$ cat config.mk
export PLATFORM = sky130hd
export DESIGN_NAME = dbg_loader
export DESIGN_NICKNAME = d
export VERILOG_FILES = /design/src/rtl/dbg_loader.sv
export SDC_FILE = /design/constraint.sdc
export NUM_CORES = 1
export LEC_CHECK = 0
export ABC_CLOCK_PERIOD_IN_PS = 2700
export BUFFER_PORTS_ARGS = -buffer_cell sky130_fd_sc_hd__buf_4
export CAP_MARGIN = 10
export CORE_ASPECT_RATIO = 0.7
export CORE_MARGIN = 1.5
export CORE_UTILIZATION = 55
export CTS_CLUSTER_SIZE = 16
export DETAILED_ROUTE_END_ITERATION = 7
export PLACE_DENSITY = 0.88
export SYNTH_ARGS = -nofsm -noshare
export SYNTH_HDL_FRONTEND = slang
export SYNTH_SLANG_ARGS = --single-unit
$ cat constraint.sdc
create_clock -name clk -period 2.7 [get_ports clk]
set_input_delay 0.27 -clock clk [delete_from_list [all_inputs] [get_ports clk]]
set_output_delay 0.27 -clock clk [all_outputs]
set_load 0.05 [all_outputs]
$ cat src/rtl/dbg_loader.sv
// dbg_loader: byte-stream debug loader placed in front of the core top level.
//
// A host byte link delivers framed commands. The loader uses them to write or
// read back words in the core's InstRAM/DataRAM debug ports, and to hold the
// core in reset or release it. Each command is answered with ACK_BYTE, or with
// NAK_BYTE when the opcode is unknown.
//
// Frame layout:
//   opcode
//   addr[7:0] addr[15:8] addr[23:16] addr[31:24]
//   cnt[7:0] cnt[15:8]
//   for writes only: cnt words, each sent LSB first
//
// Opcodes:
//   0x01 write InstRAM   0x02 write DataRAM
//   0x03 read InstRAM    0x04 read DataRAM
//   0x05 RUN (release the core)   0x06 HALT (hold the core in reset)
//
// Handshake: a byte moves on rx (or tx) in any cycle where valid and ready are
// both high at the rising clock edge. The producer holds data stable while
// valid is high and ready is low, and does not withdraw valid before the
// transfer.
//
// Ports:
//   clk, rst_n                    clock; asynchronous active-low reset
//   rx_data_i/rx_valid_i/rx_ready_o   command bytes from the host
//   tx_data_o/tx_valid_o/tx_ready_i   response bytes to the host
//   cpu_rst_o                     core CPU_RST (active-high)
//   inst_a2_o/wd2_o/we2_o/rd2_i   InstRAM debug port (read latency 1 cycle)
//   data_a2_o/wd2_o/we2_o/rd2_i   DataRAM debug port (read latency 1 cycle)
//   busy_o                        high whenever the FSM is not idle
module dbg_loader #(
  parameter logic [7:0]  ACK_BYTE  = 8'hAA,
  parameter logic [7:0]  NAK_BYTE  = 8'hEE,
  parameter int unsigned MAX_WORDS = 65535
) (
  input  logic        clk,
  input  logic        rst_n,
  input  logic [7:0]  rx_data_i,
  input  logic        rx_valid_i,
  output logic        rx_ready_o,
  output logic [7:0]  tx_data_o,
  output logic        tx_valid_o,
  input  logic        tx_ready_i,
  output logic        cpu_rst_o,
  output logic [31:0] inst_a2_o,
  output logic [31:0] inst_wd2_o,
  output logic [3:0]  inst_we2_o,
  input  logic [31:0] inst_rd2_i,
  output logic [31:0] data_a2_o,
  output logic [31:0] data_wd2_o,
  output logic [3:0]  data_we2_o,
  input  logic [31:0] data_rd2_i,
  output logic        busy_o
);

  // The count field is 16 bits on the wire, so this evaluates to 16.
  localparam int unsigned CNT_W = $clog2(MAX_WORDS + 1);

  typedef enum logic [3:0] {
    S_IDLE  = 4'd0,
    S_ADDR  = 4'd1,
    S_CNT   = 4'd2,
    S_WBYTE = 4'd3,
    S_WRITE = 4'd4,
    S_RREQ  = 4'd5,
    S_RWAIT = 4'd6,
    S_RSEND = 4'd7,
    S_RESP  = 4'd8
  } state_e;

  state_e             state_q,    state_d;
  logic [1:0]         byte_cnt_q, byte_cnt_d;
  logic [31:0]        addr_q,     addr_d;
  logic [CNT_W-1:0]   count_q,    count_d;
  logic [31:0]        word_q,     word_d;
  logic               is_read_q,  is_read_d;
  logic               sel_data_q, sel_data_d;
  logic               cpu_rst_q,  cpu_rst_d;
  logic               rx_ready_q, rx_ready_d;
  logic [7:0]         tx_data_q,  tx_data_d;
  logic               tx_valid_q, tx_valid_d;
  logic [31:0]        inst_a2_q,  inst_a2_d;
  logic [31:0]        inst_wd2_q, inst_wd2_d;
  logic [3:0]         inst_we2_q, inst_we2_d;
  logic [31:0]        data_a2_q,  data_a2_d;
  logic [31:0]        data_wd2_q, data_wd2_d;
  logic [3:0]         data_we2_q, data_we2_d;

  logic               rx_take;
  logic               tx_take;
  logic [31:0]        rd_word;
  logic [31:0]        addr_next;

  assign rx_take   = rx_valid_i & rx_ready_q;
  assign tx_take   = tx_valid_q & tx_ready_i;
  assign rd_word   = sel_data_q ? data_rd2_i : inst_rd2_i;
  assign addr_next = addr_q + 32'd4;  // wraps modulo 2^32 by width

  always_comb begin
    state_d    = state_q;
    byte_cnt_d = byte_cnt_q;
    addr_d     = addr_q;
    count_d    = count_q;
    word_d     = word_q;
    is_read_d  = is_read_q;
    sel_data_d = sel_data_q;
    cpu_rst_d  = cpu_rst_q;
    tx_data_d  = tx_data_q;
    tx_valid_d = tx_valid_q;
    inst_a2_d  = inst_a2_q;
    inst_wd2_d = inst_wd2_q;
    data_a2_d  = data_a2_q;
    data_wd2_d = data_wd2_q;
    // The write strobes last one cycle; they are raised only on the way
    // into WRITE.
    inst_we2_d = 4'h0;
    data_we2_d = 4'h0;

    case (state_q)
      S_IDLE: begin
        if (rx_take) begin
          byte_cnt_d = 2'd0;
          case (rx_data_i)
            8'h01, 8'h02: begin
              // Loading memory always stops the core first.
              cpu_rst_d  = 1'b1;
              is_read_d  = 1'b0;
              sel_data_d = (rx_data_i == 8'h02);
              state_d    = S_ADDR;
            end
            8'h03, 8'h04: begin
              is_read_d  = 1'b1;
              sel_data_d = (rx_data_i == 8'h04);
              state_d    = S_ADDR;
            end
            8'h05: begin
              cpu_rst_d  = 1'b0;
              tx_data_d  = ACK_BYTE;
              tx_valid_d = 1'b1;
              state_d    = S_RESP;
            end
            8'h06: begin
              cpu_rst_d  = 1'b1;
              tx_data_d  = ACK_BYTE;
              tx_valid_d = 1'b1;
              state_d    = S_RESP;
            end
            default: begin
              tx_data_d  = NAK_BYTE;
              tx_valid_d = 1'b1;
              state_d    = S_RESP;
            end
          endcase
        end
      end

      S_ADDR: begin
        if (rx_take) begin
          // Bytes arrive LSB first: shift each one in from the top.
          addr_d     = {rx_data_i, addr_q[31:8]};
          byte_cnt_d = byte_cnt_q + 2'd1;
          if (byte_cnt_q == 2'd3) begin
            addr_d[1:0] = 2'b00;  // word-aligned accesses only
            byte_cnt_d  = 2'd0;
            state_d     = S_CNT;
          end
        end
      end

      S_CNT: begin
        if (rx_take) begin
          count_d    = {rx_data_i, count_q[CNT_W-1:8]};
          byte_cnt_d = byte_cnt_q + 2'd1;
          if (byte_cnt_q == 2'd1) begin
            byte_cnt_d = 2'd0;
            if (count_d == '0) begin
              tx_data_d  = ACK_BYTE;
              tx_valid_d = 1'b1;
              state_d    = S_RESP;
            end else if (is_read_q) begin
              if (sel_data_q) data_a2_d = addr_q;
              else            inst_a2_d = addr_q;
              state_d = S_RREQ;
            end else begin
              state_d = S_WBYTE;
            end
          end
        end
      end

      S_WBYTE: begin
        if (rx_take) begin
          word_d     = {rx_data_i, word_q[31:8]};
          byte_cnt_d = byte_cnt_q + 2'd1;
          if (byte_cnt_q == 2'd3) begin
            byte_cnt_d = 2'd0;
            state_d    = S_WRITE;
            // Set up the strobe so that it is high exactly while in WRITE.
            if (sel_data_q) begin
              data_we2_d = 4'hF;
              data_a2_d  = addr_q;
              data_wd2_d = word_d;
            end else begin
              inst_we2_d = 4'hF;
              inst_a2_d  = addr_q;
              inst_wd2_d = word_d;
            end
          end
        end
      end

      S_WRITE: begin
        addr_d  = addr_next;
        count_d = count_q - 1'b1;
        if (count_q == CNT_W'(1)) begin
          tx_data_d  = ACK_BYTE;
          tx_valid_d = 1'b1;
          state_d    = S_RESP;
        end else begin
          state_d = S_WBYTE;
        end
      end

      // The address is presented during RREQ, and the RAM registers it on
      // that edge.
      S_RREQ: state_d = S_RWAIT;

      S_RWAIT: begin
        word_d     = rd_word;
        tx_data_d  = rd_word[7:0];
        tx_valid_d = 1'b1;
        byte_cnt_d = 2'd0;
        state_d    = S_RSEND;
      end

      S_RSEND: begin
        if (tx_take) begin
          if (byte_cnt_q == 2'd3) begin
            byte_cnt_d = 2'd0;
            addr_d     = addr_next;
            count_d    = count_q - 1'b1;
            if (count_q == CNT_W'(1)) begin
              tx_data_d = ACK_BYTE;  // tx_valid stays high into RESP
              state_d   = S_RESP;
            end else begin
              tx_valid_d = 1'b0;
              if (sel_data_q) data_a2_d = addr_next;
              else            inst_a2_d = addr_next;
              state_d = S_RREQ;
            end
          end else begin
            word_d     = {8'h00, word_q[31:8]};
            tx_data_d  = word_q[15:8];
            byte_cnt_d = byte_cnt_q + 2'd1;
          end
        end
      end

      S_RESP: begin
        if (tx_take) begin
          tx_valid_d = 1'b0;
          state_d    = S_IDLE;
        end
      end

      default: state_d = S_IDLE;
    endcase

    // rx_ready is registered from the next state. This keeps it low during
    // reset, and it matches the current state at all other times.
    rx_ready_d = (state_d == S_IDLE) || (state_d == S_ADDR) ||
                 (state_d == S_CNT)  || (state_d == S_WBYTE);
  end

  always_ff @(posedge clk or negedge rst_n) begin
    if (!rst_n) begin
      state_q    <= S_IDLE;
      byte_cnt_q <= 2'd0;
      addr_q     <= 32'h0;
      count_q    <= '0;
      word_q     <= 32'h0;
      is_read_q  <= 1'b0;
      sel_data_q <= 1'b0;
      cpu_rst_q  <= 1'b1;
      rx_ready_q <= 1'b0;
      tx_data_q  <= 8'h00;
      tx_valid_q <= 1'b0;
      inst_a2_q  <= 32'h0;
      inst_wd2_q <= 32'h0;
      inst_we2_q <= 4'h0;
      data_a2_q  <= 32'h0;
      data_wd2_q <= 32'h0;
      data_we2_q <= 4'h0;
    end else begin
      state_q    <= state_d;
      byte_cnt_q <= byte_cnt_d;
      addr_q     <= addr_d;
      count_q    <= count_d;
      word_q     <= word_d;
      is_read_q  <= is_read_d;
      sel_data_q <= sel_data_d;
      cpu_rst_q  <= cpu_rst_d;
      rx_ready_q <= rx_ready_d;
      tx_data_q  <= tx_data_d;
      tx_valid_q <= tx_valid_d;
      inst_a2_q  <= inst_a2_d;
      inst_wd2_q <= inst_wd2_d;
      inst_we2_q <= inst_we2_d;
      data_a2_q  <= data_a2_d;
      data_wd2_q <= data_wd2_d;
      data_we2_q <= data_we2_d;
    end
  end

  assign rx_ready_o = rx_ready_q;
  assign tx_data_o  = tx_data_q;
  assign tx_valid_o = tx_valid_q;
  assign cpu_rst_o  = cpu_rst_q;
  assign inst_a2_o  = inst_a2_q;
  assign inst_wd2_o = inst_wd2_q;
  assign inst_we2_o = inst_we2_q;
  assign data_a2_o  = data_a2_q;
  assign data_wd2_o = data_wd2_q;
  assign data_we2_o = data_we2_q;
  assign busy_o     = (state_q != S_IDLE);

endmodule

; ---- Word level (Yosys, flattened, before mapping)
; Cells that the tools add are included.
[op_classes]
mux = 92
bitwise = 3
eq_ne = 39
n_reduce_logical = 34
add_sub_neg = 3
[op_table]
columns = op, count
row1 = $mux W32, 29
row2 = $pmux W32 S3, 4
row3 = $mux W4, 22
row4 = $mux W8, 7
row5 = $mux W16, 3
row6 = $pmux W16 S3, 1
row7 = $pmux W8 S5, 1
row8 = $ne A2 B2 Y1 const B, 18
row9 = $pmux W4 S9, 1
row10 = $reduce_and A11 Y1, 3
row11 = $add A32 B3 Y32 const B, 1
row12 = $eq A8 B3 Y1 const B, 3
row13 = $reduce_and A4 Y1, 5
row14 = $eq A16 B1 Y1 const B, 1
row15 = $eq A4 B2 Y1 const B, 4
row16 = $eq A4 B3 Y1 const B, 4
row17 = $eq A8 B2 Y1 const B, 2
row18 = $logic_not A16 Y1, 1
row19 = $pmux W8 S2, 1
row20 = $sub A16 B1 Y16 const B, 1
row21 = $mux W2, 7
row22 = $reduce_bool A3 Y1, 4
row23 = $mux W1, 10
row24 = $pmux W2 S5, 1
row25 = other kinds (24), 37
[totals]
word_cells = 188
input_bits = 76
ff_bits = 235
output_inout_bits = 148

; ---- Logic depth before layout (Yosys ltp)
; Gate-level depths: netlist (run 1).
[logic_depth]
ltp_word = 9
ltp_mapped = 9
ltp_nobuf = 7

; ---- Worst setup path after synthesis (run 1)
; OpenSTA, ideal clock, no wires.
[synth_path]
path_type = register to register
from = register tx_valid_q, in the netlist tx_valid_o
to = register inst_a2_q[11], in the netlist inst_a2_o[11]
t_required_ps = 2575
setup_time_ps = 125
path_slack_ps = 139
n_path_buf = 1
synth_period_minus_slack_ps = 2561
path_stages_with_launch = 7
arrival_time_ps = 2437
cell_sequence = dfrtp_1 -> nand2_1 -> and3_1 -> o31a_1 -> a2111oi_4 -> buf_2 -> mux2_2
[synth_between]
elab_chain_len = 3
[synth_lines]
columns = element, line_no
row1 = from (decl), 82  ; logic tx_valid_q, tx_valid_d;
row2 = from (signal assigned), 306  ; tx_valid_q <= tx_valid_d;
row3 = $and A1 B1 Y1, 96  ; assign tx_take = tx_valid_q & tx_ready_i;
row4 = $ne A2 B2 Y1 (no line), n/a
row5 = $reduce_and A11 Y1 (no line), n/a
row6 = to (signal assigned), 307  ; inst_a2_q <= inst_a2_d;
row7 = to (decl), 83  ; logic [31:0] inst_a2_q, inst_a2_d;
; Every way passes these cells.
; A chain may end at the register's enable or synchronous reset.

; ---- Worst setup path in the final report (run 1)
[layout_path]
from = register state_q[0]
to = register addr_q[9]
[layout_between]
elab_chain_len = 3
elab_cells_between_ends = 9
[layout_lines]
columns = element, line_no
row1 = from (decl), 72  ; state_e state_q, state_d;
row2 = from (signal assigned), 296  ; state_q <= state_d;
row3 = $eq A4 B3 Y1 / $eq A4 B1 Y1 (equally long branches), 120  ; case (state_q)
row4 = $ne A2 B2 Y1 (no line) / $reduce_bool A3 Y1 (equally long branches), n/a
row5 = $reduce_and A4 Y1 (no line), n/a
row6 = to (signal assigned), 298  ; addr_q <= addr_d;
row7 = to (decl), 74  ; logic [31:0] addr_q, addr_d;
; Several ways; a longest one is shown, not always the timed one.

==> impl_metrics.tcl, run 1 <==
set metrics [dict create \
    status "completed" \
    synth_cells 1080 \
    cts_tree "built" \
    area_growth_pct 25.3 \
    crit_type "register to register" \
    grt_usage_pct 29.7 \
    path_max_fanout 31 \
    tns_ns 0 \
    core-area_um2 20000 \
    r2r_slack_ns 0.21 \
    chipWidth_um 175 \
    wire_per_inst_um 19.9 \
    yosysTopAreaCellShare_pct 48.5 \
    synth-seq-cells 221 \
    rr_worst_depth 7 \
    ant_nets 0 \
    synth_warnings 0 \
    num_rows 43 \
    yosysTopAreaCell "dfrtp_1" \
    h-tree-depth 1 \
    clock.fmax_ghz 0.401 \
    synth_commonest_cells "dfrtp_1 (220), mux2_2 (95), nand2_1 (91), o21ai_0 (72), nor2_1 (63)" \
    post-cts-setup-buffers 0 \
    drive_above_1_share_pct 34.0 \
    p_leak_nw 6.53 \
    grt_max_degree 90 \
    period_needed_ns 2.49 \
    syn_area_um2 11400 \
    hold_depth 2 \
    cts_buffers 22 \
    antenna_found_initial 0 \
    path_clk_slew_ns 0.07 \
    critical_path.startpoint "state_q[0]$_DFF_PN0_" \
    nNetsFinal 1375 \
    synth-async-reset-ratio_pct 100 \
    seq_area_frac_synth_pct 48.7 \
    viasPerCell 6.08 \
    critPathArrivalTime_ns 2.88 \
    worstMarginPinSlew_ns 0.690 \
    hold_violations 0 \
    min_path_type "primary input to register" \
    whs_ns 0.0313 \
    drc 0 \
    rsz0062_at_grt "no" \
    die_h_um 123 \
    min_from "rx_data_i[0]" \
    gp_congestion 0.915 \
    syn_nets 1162 \
    synthDistinctLibCells 71 \
    dp_hpwl_mm 22.2 \
    pin_count 224 \
    ir_drop_v 0.000594 \
    n_antenna_cell 0 \
    synthFlopType "dfrtp_1" \
    placement.io_buffers 223 \
    dr.first_iter.drc_count 1030 \
    vias 9597 \
    grt_pass1_vias 9381 \
    root_buffer "clkbuf_16" \
    cts_buffer_depth 3 \
    initial_core_util_pct 56.8 \
    timing.rr.end "addr_q[9]$_DFFE_PN0P_" \
    timing.final.ws_setup_ns 0.209 \
    grt_first_pass_wirelength_mm 50.5 \
    r2r-start "state_q[0]$_DFF_PN0_" \
    die-area_um2 21500 \
    setup_viol 0 \
    first_pass_iters 7 \
    insertion_delay_ns 0.50 \
    syn_avg_cell_area_um2 10.5 \
    cts_sinks 221 \
    dpl_cell_area_um2 13400 \
    dp_slack_ns 0.133 \
    relSlewSlack_pct 53.6 \
    wirelength_mm 31.5 \
    critPathLaunchType "register" \
    slew_viol_final 0 \
    synth_area_leaders "dfrtp_1 (48%), mux2_2 (9.4%), mux2i_1 (3.3%), mux2_4 (3.3%), o21ai_0 (3.2%)" \
    synth_edf_count 0 \
    cellPowerDensity_nw_per_um2 868 \
    worstPathRequired_ns 3.09 \
    overflow 0 \
    endpoint_kind "register" \
    skew_ns 0.00957 \
    post-route-period-util_pct 92.3 \
    synth.most_common_cell "dfrtp_1" \
    postLayoutCellArea_um2 14200 \
    holdPathEnd "cpu_rst_o$_DFFE_PN1P_" \
    cap_violations 0 \
]
==> what timing repair did <==
action                    4_1_cts  5_1_grt
gates resized for setup         0        0
hold endpoints to repair       80        0
hold buffers                    1        0
==> state kept, by name, indices dropped and copies added, names as in the netlist <==
name / flops
addr_q: 32
count_q: 16
rx_ready_o: 1
byte_cnt_q: 2
word_q: 24
inst_wd2_o: 32
is_read_q: 1
inst_a2_o: 32
sel_data_q: 1
state_q: 4
data_a2_o: 32
tx_valid_o: 1
cpu_rst_o: 1
data_we2_o: 1
tx_data_o: 8
data_wd2_o: 32
inst_we2_o: 1
==> stage by stage <==
stage	cells	power [W]	util, %
2_1_floorplan	1080	0.00757	-
3_3_place_gp	1538	0.00889	67.1
3_5_place_dp	1538	0.00904	67.1
4_1_cts	1578	0.0123	71.1
5_1_grt	1578	0.0129	71.1
6_report	1578	0.0123	71.1
==> metal layers <==
| layer | global-route usage, % | part of all wire (%) | up-vias |
|---|---|---|---|
| met4 | 7.21 | 1.9 | 0 |
| met3 | 7.20 | 10 | 57 |
| met1 | 43.6 | 45 | 4696 |
| met2 | 44.4 | 43 | 473 |
| li1 | - | - | 4371 |
| met5 | 0 | 0 | - |
==> cells by family (layout without fill, tap and decap cells) <==
group	Yosys count	count (layout)	share of synthesized area [%]
flops	221	221	48.7
compound gates	246	246	14.4
fa+ha+maj	7	7	0.749
xor+xnor	32	32	2.47
mux	159	159	16.2
buf+inv	115	343	4.45
simple gates	300	300	13.1
==> where the power goes <==
group          total [W]  internal (W)  leakage (nW)  switching [W]
Combinational    0.00385       0.00143          3.28        0.00241
Clock            0.00328       0.00199         0.381        0.00130
Sequential       0.00522       0.00414          2.87        0.00107
Total             0.0123       0.00756          6.53        0.00479
==> final cells by class <==
class | count | area (µm²)
Fill cell | 1443 | 5780
Sequential cell | 221 | 5530
Multi-Input combinational cell | 744 | 5340
Timing Repair Buffer | 275 | 2120
Clock buffer | 30 | 652
Tap cell | 270 | 338
Clock inverter | 9 | 133
Inverter | 29 | 109
==> worst max-delay path by stage <==
stage                                     end  depth (start not counted)
CTS                 data_a2_o[28]$_DFFE_PN0P_                          5
finish                  addr_q[9]$_DFFE_PN0P_                          7
detailed placement     tx_valid_o$_DFFE_PN0P_                          6
floorplan           inst_a2_o[11]$_DFFE_PN0P_                          6
global route            addr_q[9]$_DFFE_PN0P_                          7
global placement       tx_valid_o$_DFFE_PN0P_                          6
==> worst max-delay path: stages, from the launching register on <==
cell     delay (ns)
dfrtp_1        0.36
buf_4          0.32
and4b_1        0.26
buf_4          0.35
nand2_1        0.23
nand2_1        0.45
nor4_1         0.11
a221o_1        0.28
==> placed cells by master, fill, tap and decap left out, drive strengths merged, types with 30 or more instances in the layout <==
cell type | synthesis | routed
buf | 26 | 274
dfrtp | 220 | 220
mux2 | 121 | 121
nand2 | 91 | 91
o21ai | 73 | 73
nor2 | 63 | 63
a21oi | 61 | 61
mux2i | 38 | 38
nand3 | 35 | 35
inv | 29 | 31
clkbuf | 60 | 30
No activity file was read; power rests on OpenSTA's default activity.
==> run 2: changes to the inputs <==
RECOVER_POWER = 50   (was default)
==> run 2 against run 1 <==
Effect of this change: critical path depth stayed put; first-iteration DRC count is 10% lower; setup slack got worse by 0.0022 ns; global-route usage unchanged.
==> impl_metrics.tcl, run 2 (synthesis gave the netlist of run 1 again) <==
set metrics [dict create \
    final_common_cell "dfrtp_1" \
    chipWidth_um 175 \
    n_fill_cell 1557 \
    die_h_um 123 \
    critPathLaunchType "register" \
    gp_congestion 0.915 \
    period_needed_ns 2.49 \
    r2r-start "state_q[0]$_DFF_PN0_" \
    placement.io_buffers 223 \
    cts_tree "built" \
    pin_count 224 \
    vias 9681 \
    dr.first_iter.drc_count 922 \
    core-area_um2 20000 \
    rr_worst_depth 7 \
    wirelength_mm 31.5 \
    slew_viol_final 0 \
    path_max_fanout 31 \
    worstMarginPinSlew_ns 1.10 \
    area_growth_pct 21.5 \
    cts_buffers 22 \
    relSlewSlack_pct 26.6 \
    skew_ns 0.0111 \
    post-route-period-util_pct 92.4 \
    h-tree-depth 1 \
    worstPathRequired_ns 3.09 \
    initial_core_util_pct 56.8 \
    fin_util_pct 69.0 \
    critPathArrivalTime_ns 2.88 \
    dpl_cell_area_um2 13400 \
    r2r_slack_ns 0.21 \
    postLayoutCellArea_um2 13800 \
    endpoint_kind "register" \
    hold_violations 0 \
    p_leak_nw 6.07 \
    insertion_delay_ns 0.50 \
    dpl.cell_count 1538 \
    cts_buffer_depth 3 \
    final_cell_count_no_fill 1578 \
    antenna_found_initial 0 \
    viasPerCell 6.13 \
    cap_violations 0 \
    drc 0 \
    final_cell_mix "dfrtp_1 (219), buf_4 (156), clkbuf_1 (115)" \
    timing.rr.end "addr_q[9]$_DFFE_PN0P_" \
    status "completed" \
    clock.fmax_ghz 0.401 \
    num_rows 43 \
    hold_depth 2 \
    crit_type "register to register" \
    grt_first_pass_wirelength_mm 50.5 \
    drive_above_1_share_pct 25.4 \
    min_from "rx_data_i[0]" \
    cts_sinks 221 \
    overflow 0 \
    dp_hpwl_mm 22.2 \
    cellPowerDensity_nw_per_um2 878 \
    min_path_type "primary input to register" \
    cts_resized 0 \
    grt_pass1_vias 9381 \
    ir_drop_v 0.000580 \
    ant_nets 0 \
    tns_ns 0 \
    first_pass_iters 5 \
    root_buffer "clkbuf_16" \
    path_clk_slew_ns 0.07 \
    die-area_um2 21500 \
    holdPathEnd "cpu_rst_o$_DFFE_PN1P_" \
    grt_max_degree 90 \
    n_antenna_cell 0 \
    rsz0062_at_grt "no" \
    setup_viol 0 \
    grt_usage_pct 29.7 \
    nNetsFinal 1375 \
    wire_per_inst_um 19.9 \
]
## run 2: cell count changes in the layout (fill, tap and decap cells not counted)
cell,change
buf_4,-113
clkbuf_1,+113
## run 2: stage by stage
stage	setup slack, ns	total power (W)	hold slack [ns]
CTS	0.242	0.0123	0.0179
detailed placement	0.133	0.00904	0.311
finish	0.206	0.0121	0.0357
floorplan	0.139	0.00757	-0.0256
global route	0.0709	0.0127	0.0194
global placement	0.158	0.00889	0.314
## run 2: metal layers
| metal | GRT usage, % | vias to the layer above | routed length, µm |
|---|---|---|---|
| li1 | - | 4369 | - |
| met1 | 43.6 | 4739 | 14000 |
| met2 | 44.4 | 518 | 13500 |
| met3 | 7.20 | 55 | 3310 |
| met4 | 7.21 | 0 | 605 |
| met5 | 0 | - | 0 |
## run 2: critical path, stage by stage, from the launching register on
cell and delay [ns]:
dfrtp_1 0.37, buf_4 0.33, and4b_1 0.26, buf_4 0.34
nand2_1 0.23, nand2_1 0.45, nor4_1 0.11, a221o_1 0.28
## run 2: what timing repair did
action                                 4_1_cts  5_1_grt
endpoints found under the hold margin       80        0
hold buffers                                 1        0
buffers inserted                             0        0
setup endpoints to repair                    0        0
## run 2: layout make-up
class / instances / area, µm² / share of cell area [%]
repair buffers: 275 / 1700 / 12.3
multi-input cells: 744 / 5340 / 38.7
flip-flops and latches: 221 / 5530 / 40.1
inverters: 29 / 109 / 0.788
clock inverters: 9 / 133 / 0.960
clock buffers: 30 / 652 / 4.72
well taps: 270 / 338 / 2.45
## run 2: power by group
| group | switching, W | leakage, nW | internal (W) |
|---|---|---|---|
| registers | 0.00107 | 2.87 | 0.00414 |
| clock network | 0.00129 | 0.381 | 0.00199 |
| logic | 0.00242 | 2.82 | 0.00122 |
| total | 0.00478 | 6.07 | 0.00735 |
## run 2: worst max-delay path by stage
stage	from	end	slack, ns	cells after the start
2_1_floorplan	tx_valid_o$_DFFE_PN0P_	inst_a2_o[11]$_DFFE_PN0P_	0.14	6
3_3_place_gp	rx_data_i[4]	tx_valid_o$_DFFE_PN0P_	0.16	6
3_5_place_dp	rx_data_i[4]	tx_valid_o$_DFFE_PN0P_	0.13	6
4_1_cts	state_q[0]$_DFF_PN0_	data_a2_o[28]$_DFFE_PN0P_	0.24	5
5_1_grt	state_q[0]$_DFF_PN0_	addr_q[9]$_DFFE_PN0P_	0.07	7
6_report	state_q[0]$_DFF_PN0_	addr_q[9]$_DFFE_PN0P_	0.21	7
==> run 3: changes to the inputs <==
CORE_MARGIN = 2   (was 1.5)
MAX_ROUTING_LAYER = met4   (was default)
==> run 3 against run 2 <==
Effect of this change: the flow now finishes with violations (max-capacitance violations, max-slew violations); worst hold slack gained 0.012 ns; largest power group unchanged; clock power shrank 4%; core utilization grew 0.56 points; die area grew 1.4%; clock skew grew 0.0050 ns; flip-flop and latch count is the same; critical endpoint is now data_a2_o[3]$_DFFE_PN0P_; fmax shrank 1.2%; non-clock buffer count shrank 2; via count grew 0.61%; count of clock-buffer cells in the layout grew 3; first-iteration DRC count grew 17%; critical path depth shrank 1.
==> impl_metrics.tcl, run 3 (synthesis gave the netlist of run 1 again) <==
set metrics [dict create \
    worstMarginPinSlew_ns 2.01 \
    wire_per_inst_um 20.3 \
    whs_ns 0.0481 \
    grt_pass1_vias 9447 \
    root_buffer "clkbuf_16" \
    grt_first_pass_wirelength_mm 51.5 \
    period_needed_ns 2.52 \
    cellPowerDensity_nw_per_um2 871 \
    critPathLaunchType "register" \
    area_growth_pct 22.5 \
    r2r_slack_ns 0.18 \
    skew_ns 0.0161 \
    multi_input_area_um2 5350 \
    num_rows 43 \
    grt_max_degree 87 \
    p_leak_nw 6.21 \
    path_max_fanout 32 \
    initial_core_util_pct 56.8 \
    hold_violations 0 \
    dpl.cell_count 1536 \
    chipWidth_um 176 \
    clock.fmax_ghz 0.396 \
    endpoint_kind "register" \
    n_antenna_cell 0 \
    critPathArrivalTime_ns 2.90 \
    insertion_delay_ns 0.51 \
    tns_ns 0 \
    min_path_type "primary input to register" \
    ir_drop_v 0.000387 \
    fin_util_pct 69.6 \
    grt_usage_pct 30.1 \
    final_common_cell "dfrtp_1" \
    final_cell_mix "dfrtp_1 (219), buf_4 (189), mux2_2 (95)" \
    worstPathRequired_ns 3.08 \
    dp_slack_ns 0.157 \
    drc 0 \
    pin_count 224 \
    first_pass_iters 5 \
    cts_buffer_depth 3 \
    antenna_found_initial 0 \
    p_sw_share_pct 39.9 \
    setup_viol 0 \
    h-tree-depth 1 \
    nNetsFinal 1373 \
    dp_hpwl_mm 22.7 \
    status "finished with violations" \
    rsz0062_at_grt "no" \
    placement.io_buffers 223 \
    vias 9740 \
    p_switching_w 0.00483 \
    viasPerCell 6.18 \
    cts_sinks 221 \
    p_clk_share_pct 26.0 \
    final_cell_count_no_fill 1577 \
    ant_nets 0 \
    gp_congestion 0.938 \
    cap_violations 1 \
    overflow 0 \
    core-area_um2 20000 \
    n_fill_cell 1516 \
    path_clk_slew_ns 0.06 \
    timing.final.ws_setup_ns 0.177 \
    cts_tree "built" \
    crit_type "register to register" \
    wirelength_mm 32.0 \
    dr.first_iter.drc_count 1075 \
    die-area_um2 21800 \
    power_frac_seq_pct 42.9 \
    violations "max-capacitance violations, max-slew violations" \
    relSlewSlack_pct -34.3 \
    slew_viol_final 85 \
    register_area_um2 5530 \
    power.internal_w 0.00729 \
    post-route-period-util_pct 93.5 \
    drive_above_1_share_pct 28.3 \
    die_h_um 124 \
    power_frac_comb_pct 31.1 \
    cts_buffers 22 \
]
[run 3: cell type report]
cell class / count / area share (%)
flip-flops and latches: 221 / 39.7
multi-input cells: 744 / 38.4
repair buffers: 273 / 13.2
clock buffers: 33 / 4.91
well taps: 270 / 2.43
inverters: 29 / 0.782
clock inverters: 7 / 0.494
[run 3: layer usage]
metal  vias up  part of all wire, %  track usage [%]
met5         -                    0                -
met4         0                  2.3             6.61
met3        74                   10             6.84
met2       547                   43             42.7
met1      4755                   44             44.3
li1       4364                    -                -
[run 3: power by group through the flow]
stage,clock (W),sequential [W],combinational (W)
floorplan,0,0.00595,0.00161
global placement,0,0.00515,0.00377
detailed placement,0,0.00520,0.00388
CTS,0.00319,0.00516,0.00390
global route,0.00334,0.00532,0.00401
finish,0.00315,0.00520,0.00377
[run 3: timing repair]
action                     in CTS  in global routing
hold buffers                    1                  0
setup buffers                   0                  0
hold endpoints to repair       81                  0
setup endpoints to repair       0                  0
resized for setup               0                  0
[run 3: worst paths after layout]
check,start,endpoint,cells past startpoint
max reg2reg,byte_cnt_q[0]$_DFFE_PN0P_,data_a2_o[3]$_DFFE_PN0P_,6
min in group asynchronous,rst_n,inst_a2_o[16]$_DFFE_PN0P_,2
max,byte_cnt_q[0]$_DFFE_PN0P_,data_a2_o[3]$_DFFE_PN0P_,6
min,rx_data_i[0],cpu_rst_o$_DFFE_PN1P_,2
max in group asynchronous,rst_n,data_wd2_o[6]$_DFFE_PN0P_,3
min reg2reg,tx_data_o[4]$_DFFE_PN0P_,tx_data_o[4]$_DFFE_PN0P_,1
[run 3: worst max-delay path, stage by stage (launching register included)]
cell and delay (ns):
dfrtp_1 0.39, ha_1 0.45, o22ai_1 0.16, o31a_1 0.34, a2111oi_4 0.40, buf_12 0.29
mux2_4 0.34
[run 3: through the flow]
stage | power, W | instance area, µm²
final | 0.0121 | 13900
after global routing | 0.0127 | 13900
after CTS | 0.0122 | 14200
after detailed placement | 0.00908 | 13400
after global placement | 0.00892 | 13400
after floorplan | 0.00757 | 11400
